===== config.mk =====
export PLATFORM = sky130hd
export DESIGN_NAME = matrix_scan_decoder
export DESIGN_NICKNAME = d
export VERILOG_FILES = /design/src/rtl/matrix_scan_decoder.sv
export SDC_FILE = /design/constraint.sdc
export NUM_CORES = 1
export LEC_CHECK = 0
export BUFFER_PORTS_ARGS = -buffer_cell sky130_fd_sc_hd__buf_2
export CAP_MARGIN = 20
export CORE_ASPECT_RATIO = 1.1
export CORE_UTILIZATION = 53
export CTS_CLUSTER_DIAMETER = 60
export DETAILED_ROUTE_END_ITERATION = 16
export PLACE_DENSITY = 0.76
export SYNTH_ARGS = -nofsm -noshare
export SYNTH_HDL_FRONTEND = slang
export SYNTH_SLANG_ARGS = --single-unit
export TNS_END_PERCENT = 50

===== constraint.sdc =====
create_clock -name clk -period 6.55 [get_ports clk]
set_input_delay 0.655 -clock clk [delete_from_list [all_inputs] [get_ports clk]]
set_output_delay 0.655 -clock clk [all_outputs]
set_load 0.02 [all_outputs]

===== src/rtl/matrix_scan_decoder.sv =====
`default_nettype none
// ============================================================================
//  Module   : matrix_scan_decoder
//  Purpose  : Receive-side decoder for the 8x8 LED matrix row/column scan and
//             the dice 7-segment digit. It rebuilds frames from the row
//             strobes, extracts the player cell by masking the static board
//             pattern, and decodes the dice digit.
//  Options  : SCAN_DECODER_TIMEOUT_EN - adds a scan watchdog (err_timeout).
//  Revision : 1.0 - initial release
// ============================================================================
module matrix_scan_decoder #(
  parameter int          STABLE_CYCLES  = 4,
  parameter logic [63:0] BOARD          = 64'h0802000081040250,
  parameter int          TIMEOUT_CYCLES = 200000
) (
  input  logic        clk,
  input  logic        rst_full,
  input  logic [7:0]  row_in,
  input  logic [7:0]  col_in,
  input  logic [6:0]  hex_in,
  output logic [63:0] frame,
  output logic        frame_valid,
  output logic [5:0]  pos,
  output logic        pos_valid,
  output logic [2:0]  dice,
  output logic        dice_valid,
  output logic        err_row,
  output logic        err_seq,
  output logic        err_multi,
  output logic        err_timeout
);

  // Counters saturate one past STABLE_CYCLES so acceptance fires only once.
  localparam logic [8:0] c_stable = 9'(STABLE_CYCLES);

  if (STABLE_CYCLES < 2 || STABLE_CYCLES > 255 || TIMEOUT_CYCLES < 3) begin : g_param_check
    $error("matrix_scan_decoder: parameter out of range");
  end

  typedef enum logic [0:0] {
    HUNT    = 1'b0,
    CAPTURE = 1'b1
  } state_t;

  logic [7:0]  r_row_s1, r_row_s2;
  logic [7:0]  r_col_s1, r_col_s2;
  logic [6:0]  r_hex_s1, r_hex_s2;
  logic [8:0]  r_rc_cnt, r_hex_cnt;
  logic [7:0]  w_row_act;
  logic [2:0]  w_row_idx;
  logic        w_rc_stable, w_row_onehot, w_row_blank;
  logic        w_row_acc, w_row_bad, w_expire;
  state_t      r_state, w_state_nxt;
  logic [2:0]  r_exp, w_exp_nxt;
  logic        w_store, w_commit, w_seq_err;
  logic [63:0] r_shadow;
  logic [63:0] w_ov;
  logic [5:0]  w_ov_idx;
  logic        w_ov_none, w_ov_one;
  logic [2:0]  w_dice_val;

  // Two-flop synchronizers; row idles blank, hex idles all segments off.
  always_ff @(posedge clk or posedge rst_full) begin
    if (rst_full) begin
      r_row_s1 <= 8'hFF;
      r_row_s2 <= 8'hFF;
      r_col_s1 <= 8'h00;
      r_col_s2 <= 8'h00;
      r_hex_s1 <= 7'h7F;
      r_hex_s2 <= 7'h7F;
    end else begin
      r_row_s1 <= row_in;
      r_row_s2 <= r_row_s1;
      r_col_s1 <= col_in;
      r_col_s2 <= r_col_s1;
      r_hex_s1 <= hex_in;
      r_hex_s2 <= r_hex_s1;
    end
  end

  // Stability counters: a new synchronized value counts as 1 on its first cycle.
  always_ff @(posedge clk or posedge rst_full) begin
    if (rst_full) begin
      r_rc_cnt  <= 9'd0;
      r_hex_cnt <= 9'd0;
    end else begin
      if ({r_row_s1, r_col_s1} != {r_row_s2, r_col_s2}) r_rc_cnt <= 9'd1;
      else if (r_rc_cnt <= c_stable)                     r_rc_cnt <= r_rc_cnt + 9'd1;
      if (r_hex_s1 != r_hex_s2)       r_hex_cnt <= 9'd1;
      else if (r_hex_cnt <= c_stable) r_hex_cnt <= r_hex_cnt + 9'd1;
    end
  end

  // Row classification of the stable pattern (active-low one-hot).
  assign w_row_act    = ~r_row_s2;
  assign w_rc_stable  = (r_rc_cnt == c_stable);
  assign w_row_blank  = (r_row_s2 == 8'hFF);
  assign w_row_onehot = !w_row_blank && ((w_row_act & (w_row_act - 8'd1)) == 8'd0);
  assign w_row_acc    = w_rc_stable && w_row_onehot;
  assign w_row_bad    = w_rc_stable && !w_row_onehot && !w_row_blank;

  // Encode the selected row number.
  always_comb begin
    w_row_idx = 3'd0;
    for (int i = 0; i < 8; i++) begin
      if (w_row_act[i]) w_row_idx = 3'(i);
    end
  end

`ifdef SCAN_DECODER_TIMEOUT_EN
  localparam int c_wd_w = $clog2(TIMEOUT_CYCLES + 1);

  logic [c_wd_w-1:0] r_wd_cnt;
  logic              r_wd_run;
  logic              r_err_timeout;

  // Counter holds cycles since the last accepted row; expiry loses to a new acceptance.
  assign w_expire = r_wd_run && (int'(r_wd_cnt) == TIMEOUT_CYCLES - 1) && !w_row_acc;

  // Watchdog: armed by any accepted row, idles after it expires once.
  always_ff @(posedge clk or posedge rst_full) begin
    if (rst_full) begin
      r_wd_cnt      <= '0;
      r_wd_run      <= 1'b0;
      r_err_timeout <= 1'b0;
    end else begin
      r_err_timeout <= w_expire;
      if (w_row_acc) begin
        r_wd_cnt <= c_wd_w'(1);
        r_wd_run <= 1'b1;
      end else if (w_expire) begin
        r_wd_run <= 1'b0;
      end else if (r_wd_run) begin
        r_wd_cnt <= r_wd_cnt + c_wd_w'(1);
      end
    end
  end

  assign err_timeout = r_err_timeout;
`else
  assign w_expire    = 1'b0;
  assign err_timeout = 1'b0;
`endif

  // Frame FSM state register.
  always_ff @(posedge clk or posedge rst_full) begin
    if (rst_full) begin
      r_state <= HUNT;
      r_exp   <= 3'd0;
    end else begin
      r_state <= w_state_nxt;
      r_exp   <= w_exp_nxt;
    end
  end

  // Frame FSM next-state: hunt for row 0, then expect rows strictly in order.
  always_comb begin
    w_state_nxt = r_state;
    w_exp_nxt   = r_exp;
    w_store     = 1'b0;
    w_commit    = 1'b0;
    w_seq_err   = 1'b0;
    if (w_row_bad) begin
      w_state_nxt = HUNT;
    end else if (w_row_acc) begin
      unique case (r_state)
        HUNT: begin
          if (w_row_idx == 3'd0) begin
            w_store     = 1'b1;
            w_exp_nxt   = 3'd1;
            w_state_nxt = CAPTURE;
          end
        end
        CAPTURE: begin
          if (w_row_idx == r_exp) begin
            w_store = 1'b1;
            if (r_exp == 3'd7) begin
              w_commit    = 1'b1;
              w_exp_nxt   = 3'd0;
              w_state_nxt = HUNT;
            end else begin
              w_exp_nxt = r_exp + 3'd1;
            end
          end else begin
            w_seq_err = 1'b1;
            if (w_row_idx == 3'd0) begin
              w_store   = 1'b1;
              w_exp_nxt = 3'd1;
            end else begin
              w_state_nxt = HUNT;
            end
          end
        end
        default: w_state_nxt = HUNT;
      endcase
    end else if (w_expire) begin
      w_state_nxt = HUNT;
    end
  end

  // Shadow capture, frame commit and sequencing error pulses.
  always_ff @(posedge clk or posedge rst_full) begin
    if (rst_full) begin
      r_shadow    <= 64'd0;
      frame       <= 64'd0;
      frame_valid <= 1'b0;
      err_row     <= 1'b0;
      err_seq     <= 1'b0;
    end else begin
      frame_valid <= w_commit;
      err_row     <= w_row_bad;
      err_seq     <= w_seq_err;
      if (w_store) r_shadow[{w_row_idx, 3'b000} +: 8] <= r_col_s2;
      if (w_commit) frame <= {r_col_s2, 56'd0} | (r_shadow & 64'h00FF_FFFF_FFFF_FFFF);
    end
  end

  // Overlay of non-board cells in the committed frame.
  assign w_ov      = frame & ~BOARD;
  assign w_ov_none = (w_ov == 64'd0);
  assign w_ov_one  = !w_ov_none && ((w_ov & (w_ov - 64'd1)) == 64'd0);

  // Index of the overlay bit (meaningful only when exactly one is set).
  always_comb begin
    w_ov_idx = 6'd0;
    for (int i = 0; i < 64; i++) begin
      if (w_ov[i]) w_ov_idx = 6'(i);
    end
  end

  // Player position: update on one cell, hold on none, invalidate on several.
  always_ff @(posedge clk or posedge rst_full) begin
    if (rst_full) begin
      pos       <= 6'd0;
      pos_valid <= 1'b0;
      err_multi <= 1'b0;
    end else begin
      err_multi <= 1'b0;
      if (frame_valid) begin
        if (w_ov_one) begin
          pos       <= w_ov_idx;
          pos_valid <= 1'b1;
        end else if (!w_ov_none) begin
          err_multi <= 1'b1;
          pos_valid <= 1'b0;
        end
      end else if (w_expire) begin
        pos_valid <= 1'b0;
      end
    end
  end

  // Active-low {g..a} dice digits; anything else is not a dice face.
  always_comb begin
    unique case (r_hex_s2)
      7'b1111001: w_dice_val = 3'd1;
      7'b0100100: w_dice_val = 3'd2;
      7'b0110000: w_dice_val = 3'd3;
      7'b0011001: w_dice_val = 3'd4;
      7'b0010010: w_dice_val = 3'd5;
      7'b0000010: w_dice_val = 3'd6;
      default:    w_dice_val = 3'd0;
    endcase
  end

  // Dice outputs refresh only when the hex code has just become stable.
  always_ff @(posedge clk or posedge rst_full) begin
    if (rst_full) begin
      dice       <= 3'd0;
      dice_valid <= 1'b0;
    end else if (r_hex_cnt == c_stable) begin
      dice       <= w_dice_val;
      dice_valid <= (w_dice_val != 3'd0);
    end
  end

endmodule
`default_nettype wire


==> impl_results.md, run 1 <==
- Post-CTS Setup Inserts: 0
- DR iter-0 viols: 600
- Detailed-route via count: 6718
- Drt wl/cell: 19.2 µm
- Io pins: 105
- DIE AREA: 0.0180 mm²
- RSZ-0062 raised after global routing: no
- Lkg Pwr: 5.45 nW
- EDFF count, synth: 0
- Share of cells above drive strength 1: 0.328
- CP max stage cell: or4_1
- DR vias/cell: 5.84
- Slowest cell delay on critical path: 0.92 ns
- Top_reg_cell synth: dfrtp_1
- Pins over their slew limit: 0
- Peak VDD IR: 0.337 mV
- Kind of critical path: flip-flop to flip-flop
- CTS tree: yes
- Largest net degree at the start of global routing: 126
- Die Span Y: 141 µm
- R2R Setup Slk: 2.20 ns
- Post-CTS Hold Buffers: 0
- Antenna violations before repair: 0
- Arrival time worst endpoint: 4.73 ns
- Synth Area per Inst: 11.7 µm²
- Post-synthesis async set-or-reset flop share: 1.00
- Crit path buffers/inverters: 0
- Crit Path Max Fanout: 19
- Clock net sink count: 203
- Crit. End Element: flip-flop
- Setup TNS Final: 0 ns
- Library cells used by synthesis: 65
- Place WS: 2.25 ns
- Worst-Skew Late Latency: 0.50 ns
- Port Buffer Count: 103
- Slew Limit Headroom: 0.336
- Root Buffer: clkbuf_16
- All-Layer GR Usage: 0.255
- Top delay family on crit path: simple AND/OR/NAND/NOR gates
- Placed cell areas: 0.0100 mm²
- Hold Path End: r_row_s1[5]
- Max cap viols: 0
- Worst hold start: row_in[5]
- Minimum clock period: 4.35 ns
- #FFs+latches synth: 203
- Worst Max-Slew Pin Slew: 0.996 ns
- Rows: 50
- Starting Density: 0.543
- Final Hold Fails: 0
- Mapped Area: 0.00927 mm²
- Ys Warns: 0
- CTS resizes: 0
- Worst Slack Setup Final: 2.20 ns
- Final instance area: 0.0108 mm²
- Power per cell area: 247 mW/mm²
- Syn Inst Count: 794
- Startpoint types: flip-flop
- # setup viols final: 0
- Hold WC Path Type: primary input to flip-flop
- HPWL after detailed placement: 15100 µm
- Initial DRT Pass Iterations: 5
- Register area share after synthesis: 0.552
- H-tree depth: 1
- Final worst path period share: 0.664
- Clock Pin Slew Worst Setup and Hold Paths: 0.06 ns
- Synthesized Nets: 829
- Vias in the first global route: 6558
- Peak Freq: 230 MHz
- WHS: 0.254 ns
- Worst-case clock buffer depth: 3
- First-pass GRT wire length: 35900 µm
- GRT Residual Overflow: 0
- Outcome: finished, final reports clean
- Core Footprint: 0.0171 mm²
- Area grow syn2layout: 16.6%
- Num CTS Buffers: 22
- Residual DRC: 0
- Routed Antenna Nets: 0
- Worst EP required: 6.93 ns
- Die X-Extent: 128 µm
- Routed WL: 22100 µm
- Clock skew: 0.0199 ns
- Crit-path cells: nor4_1, nand4_2, or4_1, o41ai_2, o2111ai_1, or4b_4, nor4_4, mux2_2
- Reg2Reg Depth: 8
- Total Nets Final: 936
- Ant diodes: 0
- Reg2reg end: pos[3]
- Cell count of the worst hold path: 1
- Gpl congestion: 0.978
- Worst R2R Start: frame[8]
==> flip-flops by register name (all words and copies together) (netlist names) <==
register / cells
r_hex_s1: 7
frame_valid: 1
dice: 3
r_hex_cnt: 9
dice_valid: 1
r_col_s1: 8
r_shadow: 56
frame: 64
err_seq: 1
err_row: 1
r_col_s2: 8
pos: 6
r_row_s1: 8
r_hex_s2: 7
err_multi: 1
r_rc_cnt: 9
r_exp: 3
pos_valid: 1
r_state: 1
r_row_s2: 8
==> area by class of cell <==
cell class              count  area [µm²]
clock inverters            10         121
inverters                  31         124
clock buffers              30         663
well taps                 234         293
fillers                  1372        6270
flip-flops and latches    203        5120
multi-input cells         536        3950
repair buffers            107         546
==> power by group <==
group | total, mW | internal, mW | leakage, nW | switching, mW
logic | 0.0705 | 0.0251 | 2.38 | 0.0454
registers | 1.30 | 1.28 | 2.69 | 0.0249
clock network | 1.30 | 0.794 | 0.386 | 0.503
==> cells by family (layout without fill, tap and decap cells) <==
group / Yosys count / in the layout / share of synthesized area
mux: 124 / 124 / 0.149
buf+inv: 55 / 178 / 0.0228
fa+ha+maj: 12 / 12 / 0.0157
other cells: 1 / 1 / 0.000404
simple gates: 242 / 242 / 0.141
flops: 203 / 203 / 0.552
xor+xnor: 29 / 29 / 0.0274
compound gates: 128 / 128 / 0.0919
==> metal layers <==
metal / global-route usage / share of wire / vias to the layer above / wire length [µm]
met5: 0 / 0 / - / 0
li1: - / - / 3108 / -
met3: 0.0478 / 0.061 / 31 / 1360
met2: 0.393 / 0.46 / 210 / 10200
met1: 0.370 / 0.45 / 3369 / 10000
met4: 0.0712 / 0.021 / 0 / 465
==> how the worst max path moves through the flow <==
stage               endpoint  cells after the start       from  slack [ns]
detailed placement    pos[2]                      8  frame[16]        2.25
floorplan            dice[0]                      1   rst_full        0.41
global route          pos[0]                      8  frame[16]        1.96
CTS                   pos[3]                      8   frame[8]        2.22
global placement      pos[0]                      8  frame[16]        2.41
finish                pos[3]                      8   frame[8]        2.20
==> placed cells by master (no fill, tap or decap), types with 3 or more instances in the layout <==
cell       Yosys  routed
dfrtp_1      173     173
mux2_2       113     113
buf_2          0     103
nand2_1       54      54
nor2_1        49      49
o21ai_0       40      40
inv_1         31      30
dfstp_2       30      30
xnor2_1       26      26
a21oi_1       25      25
clkbuf_16      0      24
nor4_1        19      19
nor3_1        20      19
and2_1        17      17
nand4_1       15      15
and3_1        15      15
mux2i_1       11      11
nand3_1       10      10
o31ai_1       10      10
ha_1          10      10
or3_1          8       8
o41ai_1        7       7
nor2b_1        7       7
o32ai_1        6       6
o2111ai_1      4       4
a22oi_1        4       4
nand4b_1       4       4
clkinv_2       0       4
clkbuf_8       0       4
buf_4          1       4
or2_2          3       3
o21a_1         3       3
and4_1         3       3
nand2b_1       3       3
a31oi_1        3       3
xor2_1         3       3
==> metrics by stage <==
stage / utilization / cells / total power, mW
6_report: 0.633 / 1151 / 2.67
5_1_grt: 0.633 / 1151 / 2.76
3_3_place_gp: 0.587 / 1110 / 1.39
3_5_place_dp: 0.587 / 1111 / 1.39
4_1_cts: 0.633 / 1151 / 2.70
2_1_floorplan: - / 794 / 1.36
==> Yosys cell counts, types with 4 or more instances <==
cell type    n  share of area
or3_1        8         0.0054
inv_1       31          0.013
mux2i_1     11          0.012
nand2_1     54          0.022
mux2_2     113           0.14
o2111ai_1    4         0.0038
nand4b_1     4         0.0038
o32ai_1      6         0.0057
nand4_1     15          0.010
nor3_1      20          0.011
and2_1      17          0.011
clkbuf_1    21         0.0085
nand3_1     10         0.0054
dfstp_2     30          0.085
a21oi_1     25          0.013
a22oi_1      4         0.0032
o21ai_0     40          0.022
dfrtp_1    173           0.47
xnor2_1     26          0.025
nor2b_1      7         0.0047
and3_1      15          0.010
ha_1        10          0.013
nor2_1      49          0.020
o41ai_1      7         0.0066
nor4_1      19          0.013
o31ai_1     10         0.0081
Note: power is estimated with default switching activity, not from simulation.
==> run 2: changes to the inputs <==
Settings changed: CORE_UTILIZATION 53 to 55.
Clock period 6.55 ns to 4.5 ns, I/O delays scaled along.
==> impl_results.md, run 2 (synthesis gave the netlist of run 1 again) <==
- Crit-path cells: nor3_1, nand3_1, buf_4, or4_1, o41ai_2, o2111ai_1, or4b_4, nor4_4, mux2_2
- Starting Density: 0.564
- Port Buffer Count: 103
- Arrival time worst endpoint: 4.47 ns
- Worst-case clock buffer depth: 3
- Slowest cell delay on critical path: 0.78 ns
- Post-Place Cells: 1089
- Worst-Skew Late Latency: 0.50 ns
- Vias in the first global route: 6714
- Peak Freq: 244 MHz
- Antenna violations before repair: 0
- Slew Limit Headroom: 0.346
- Largest net degree at the start of global routing: 180
- Reg with most FFs: frame
- HPWL after detailed placement: 15200 µm
- Root Buffer: clkbuf_16
- Lkg Pwr: 5.49 nW
- Drt wl/cell: 19.5 µm
- Max FFs per register: 64
- # setup viols final: 0
- Final Hold Fails: 0
- Detailed-route via count: 6755
- Pins over their slew limit: 0
- Io pins: 105
- Final worst path period share: 0.912
- Power per cell area: 358 mW/mm²
- RSZ-0062 raised after global routing: no
- Gpl congestion: 0.892
- Area grow syn2layout: 17.1%
- Outcome: finished, final reports clean
- Largest regs: frame (64), r_shadow (56)
- Num CTS Buffers: 22
- Clock net sink count: 203
- Routed Antenna Nets: 0
- Non-Filler Instances: 1129
- Clock skew: 0.0187 ns
- Hold WC Path Type: primary input to flip-flop
- Kind of critical path: flip-flop to flip-flop
- H-tree depth: 1
- Share of cells above drive strength 1: 0.331
- Peak VDD IR: 0.318 mV
- Worst Max-Slew Pin Slew: 0.981 ns
- Ant diodes: 0
- Initial DRT Pass Iterations: 6
- Core Footprint: 0.0164 mm²
- Crit. End Element: flip-flop
- Die Span Y: 138 µm
- DR iter-0 viols: 659
- Commonest non-fill, non-tap cell in the layout: dfrtp_1
- First-pass GRT wire length: 35500 µm
- Routed WL: 22000 µm
- Commonest non-fill, non-tap cells in the layout: dfrtp_1 (173), mux2_2 (113), buf_2 (104), nand2_1 (54), nor2_1 (49)
- Clock Pin Slew Worst Setup and Hold Paths: 0.06 ns
- Startpoint types: flip-flop
- Max cap viols: 0
- DR vias/cell: 5.98
- GRT Residual Overflow: 0
- Worst EP required: 4.87 ns
- Crit Path Max Fanout: 15
- All-Layer GR Usage: 0.258
- WHS: 0.0436 ns
- DIE AREA: 0.0174 mm²
- Rows: 49
- CP max stage cell: or4_1
- Setup TNS Final: 0 ns
- Residual DRC: 0
- Total Nets Final: 945
- Minimum clock period: 4.11 ns
- CTS resizes: 0
- Die X-Extent: 126 µm
- CTS tree: yes
==> run 2: what timing repair did <==
| item | 4_1_cts | 5_1_grt |
|---|---|---|
| hold buffers | 1 | 0 |
| setup buffers | 0 | 0 |
| endpoints found under the hold margin | 10 | 0 |
==> run 2: layout make-up <==
| cell class | instances | area, µm² |
|---|---|---|
| fillers | 1280 | 5580 |
| flip-flops and latches | 203 | 5120 |
| multi-input cells | 536 | 3950 |
| clock buffers | 31 | 656 |
| repair buffers | 116 | 638 |
| well taps | 204 | 255 |
| clock inverters | 8 | 120 |
| inverters | 31 | 120 |
==> run 2: routing by layer <==
metal	routed length, µm	part of all wire	GRT usage	vias up
met5	0	0	0	-
met4	755	0.034	0.108	0
met3	1160	0.053	0.0406	58
met2	10700	0.49	0.419	221
met1	9330	0.42	0.347	3349
li1	-	-	-	3127
==> run 2: final timing paths <==
check                            start           end  slack (ns)  cells past startpoint
setup / recovery             frame[17]        pos[5]        0.39                      9
hold / removal               hex_in[6]   r_hex_s1[6]        0.04                      1
setup reg to reg             frame[17]        pos[5]        0.39                      9
hold reg to reg            r_hex_s1[2]   r_hex_s2[2]        0.37                      0
max in group asynchronous     rst_full   r_shadow[6]        2.65                      4
min in group asynchronous     rst_full  r_hex_cnt[6]        0.54                      3
==> run 2: critical path: cells and delay by family, from the launching register on <==
family / cells / cell delay [ns]
DFF: 1 / 0.47
buffers and inverters: 1 / 0.20
muxes: 1 / 0.40
and+or+nand+nor: 5 / 2.45
AOI/OAI and AO/OA: 2 / 0.45
==> run 2: where the power goes <==
part,internal (mW),switching (mW),leakage [nW]
Combinational,0.0382,0.0646,2.43
Clock,1.18,0.702,0.379
Sequential,1.86,0.0340,2.69
==> run 2: per-stage QoR <==
stage	util	worst slack (ns)	cell area (µm²)	total power [mW]
4_1_cts	0.661	0.404	10900	3.92
2_1_floorplan	-	0.982	9280	1.98
3_3_place_gp	0.612	0.566	10100	2.03
3_5_place_dp	0.613	0.447	10100	2.03
5_1_grt	0.661	0.0195	10900	4.00
6_report	0.661	0.394	10900	3.88
==> run 3: changes to the inputs <==
Settings changed: CAP_MARGIN 20 to 25.
Clock period 4.5 ns to 4.37 ns, I/O delays scaled along.
==> impl_results.md, run 3 (synthesis gave the netlist of run 1 again) <==
- DR vias/cell: 5.99
- Clock skew: 0.00796 ns
- Clock net sink count: 203
- Share of cells above drive strength 1: 0.329
- Drt wl/cell: 19.2 µm
- Worst Max-Slew Pin Slew: 1.06 ns
- Commonest non-fill, non-tap cell in the layout: dfrtp_1
- Detailed-route via count: 6739
- Initial DRT Pass Iterations: 5
- Hold Path End: r_row_s1[0]
- Rows: 49
- Setup TNS Final: 0 ns
- Area grow syn2layout: 16.4%
- Pins over their slew limit: 0
- Total Nets Final: 942
- Peak Freq: 253 MHz
- Power per cell area: 364 mW/mm²
- Minimum clock period: 3.96 ns
- Cell count of the worst hold path: 1
- H-tree depth: 1
- Worst-case clock buffer depth: 3
- Post-CTS Hold Buffers: 0
- Slew Limit Headroom: 0.293
- Non-Filler Instances: 1125
- # setup viols final: 0
- Starting Density: 0.564
- P_int: 3.10 mW
- DIE AREA: 0.0174 mm²
- Io pins: 105
- Die Span Y: 138 µm
- All-Layer GR Usage: 0.252
- Gpl congestion: 0.938
- Routed Antenna Nets: 0
- Ant diodes: 0
- Clock Pin Slew Worst Setup and Hold Paths: 0.06 ns
- RSZ-0062 raised after global routing: no
- Port Buffer Count: 103
- Largest regs: frame (64), r_shadow (56)
- HPWL after detailed placement: 15000 µm
- Post-CTS Setup Inserts: 0
- Commonest non-fill, non-tap cells in the layout: dfrtp_1 (173), mux2_2 (113), buf_2 (104), nand2_1 (54), nor2_1 (49)
- Kind of critical path: flip-flop to flip-flop
- Antenna violations before repair: 0
- Final Hold Fails: 0
- Reg2reg end: pos[1]
- Crit. End Element: flip-flop
- Num CTS Buffers: 21
- Max cap viols: 0
- Worst-Skew Late Latency: 0.49 ns
- Final worst path period share: 0.906
- Hold WC Path Type: primary input to flip-flop
- R2R Setup Slk: 0.41 ns
- Worst hold start: row_in[0]
- Routed WL: 21600 µm
- Place WS: 0.382 ns
- Startpoint types: flip-flop
- Placed cell areas: 0.0101 mm²
- Post-Place Cells: 1088
- Residual DRC: 0
- Seq pwr share: 0.496
- Largest net degree at the start of global routing: 204
- Combinational group share of total power: 0.027
- Worst R2R Start: frame[16]
- Reg2Reg Depth: 8
- Worst Slack Setup Final: 0.413 ns
- Sw Ratio: 0.210
- Outcome: finished, final reports clean
- Peak VDD IR: 0.339 mV
- Worst EP required: 4.75 ns
- CTS resizes: 0
- DR iter-0 viols: 546
- Reg with most FFs: frame
- Crit Path Max Fanout: 15
- First-pass GRT wire length: 35000 µm
- Fill cell count: 1234
- Vias in the first global route: 6602
- Die X-Extent: 126 µm
- Arrival time worst endpoint: 4.34 ns
- Root Buffer: clkbuf_16
- P_sw: 824 µW
- Final instance area: 0.0108 mm²
- Clock network fraction of total power: 0.477
- Lkg Pwr: 5.46 nW
- Max FFs per register: 64
- GRT Residual Overflow: 0
- Core Footprint: 0.0164 mm²
- CTS tree: yes
- Worst setup startpoint: frame[16]
[run 3: changes by cell type in the layout (fill, tap and decap cells not counted), sizes merged]
cell,previous run,this run
buf,115,114
clkbuf,31,29
clkinv,4,3
dlygate4sd3,1,0
inv,30,31
[run 3: per-layer routing]
| metal | wire length, µm | vias to the layer above | GRT usage |
|---|---|---|---|
| li1 | - | 3116 | - |
| met5 | 0 | - | 0 |
| met4 | 545 | 0 | 0.0831 |
| met3 | 1060 | 46 | 0.0302 |
| met2 | 10500 | 217 | 0.419 |
| met1 | 9510 | 3360 | 0.347 |
[run 3: worst max path at each step]
stage / to / slack, ns
5_1_grt: pos[4] / 0.14
6_report: pos[1] / 0.41
3_5_place_dp: pos[1] / 0.38
3_3_place_gp: pos[1] / 0.56
2_1_floorplan: pos[0] / 0.85
4_1_cts: pos[1] / 0.42
[run 3: cell type report]
| class | instances | area (µm²) | area share |
|---|---|---|---|
| clock buffer | 29 | 606 | 0.0561 |
| timing repair buffer | 114 | 621 | 0.0575 |
| sequential | 203 | 5120 | 0.474 |
| tap | 204 | 255 | 0.0237 |
| clock inverter | 8 | 124 | 0.0115 |
| multi-input combinational | 536 | 3950 | 0.366 |
| inverter | 31 | 120 | 0.0111 |
[run 3: stage by stage]
step / util / hold WS, ns / power [mW]
floorplan: - / 0.360 / 2.04
global route: 0.657 / 0.0184 / 4.05
finish: 0.657 / 0.0388 / 3.92
detailed placement: 0.612 / 0.364 / 2.09
global placement: 0.612 / 0.362 / 2.09
CTS: 0.657 / 0.0256 / 3.96
[run 3: power by group through the flow]
stage          Sequential (mW)  Combinational, mW  Clock, mW
6_report                  1.95              0.106       1.87
2_1_floorplan             1.97             0.0773          0
3_3_place_gp              1.98              0.106          0
4_1_cts                   1.95              0.108       1.90
5_1_grt                   1.95              0.120       1.98
3_5_place_dp              1.98              0.108          0
[run 3: critical path, cell delays in order (launching register included)]
cell	delay [ns]
dfrtp_1	0.50
nor3_1	0.49
nand3_1	0.17
or4_1	0.81
o41ai_2	0.32
o2111ai_1	0.17
or4b_4	0.53
nor4_4	0.48
mux2_2	0.39
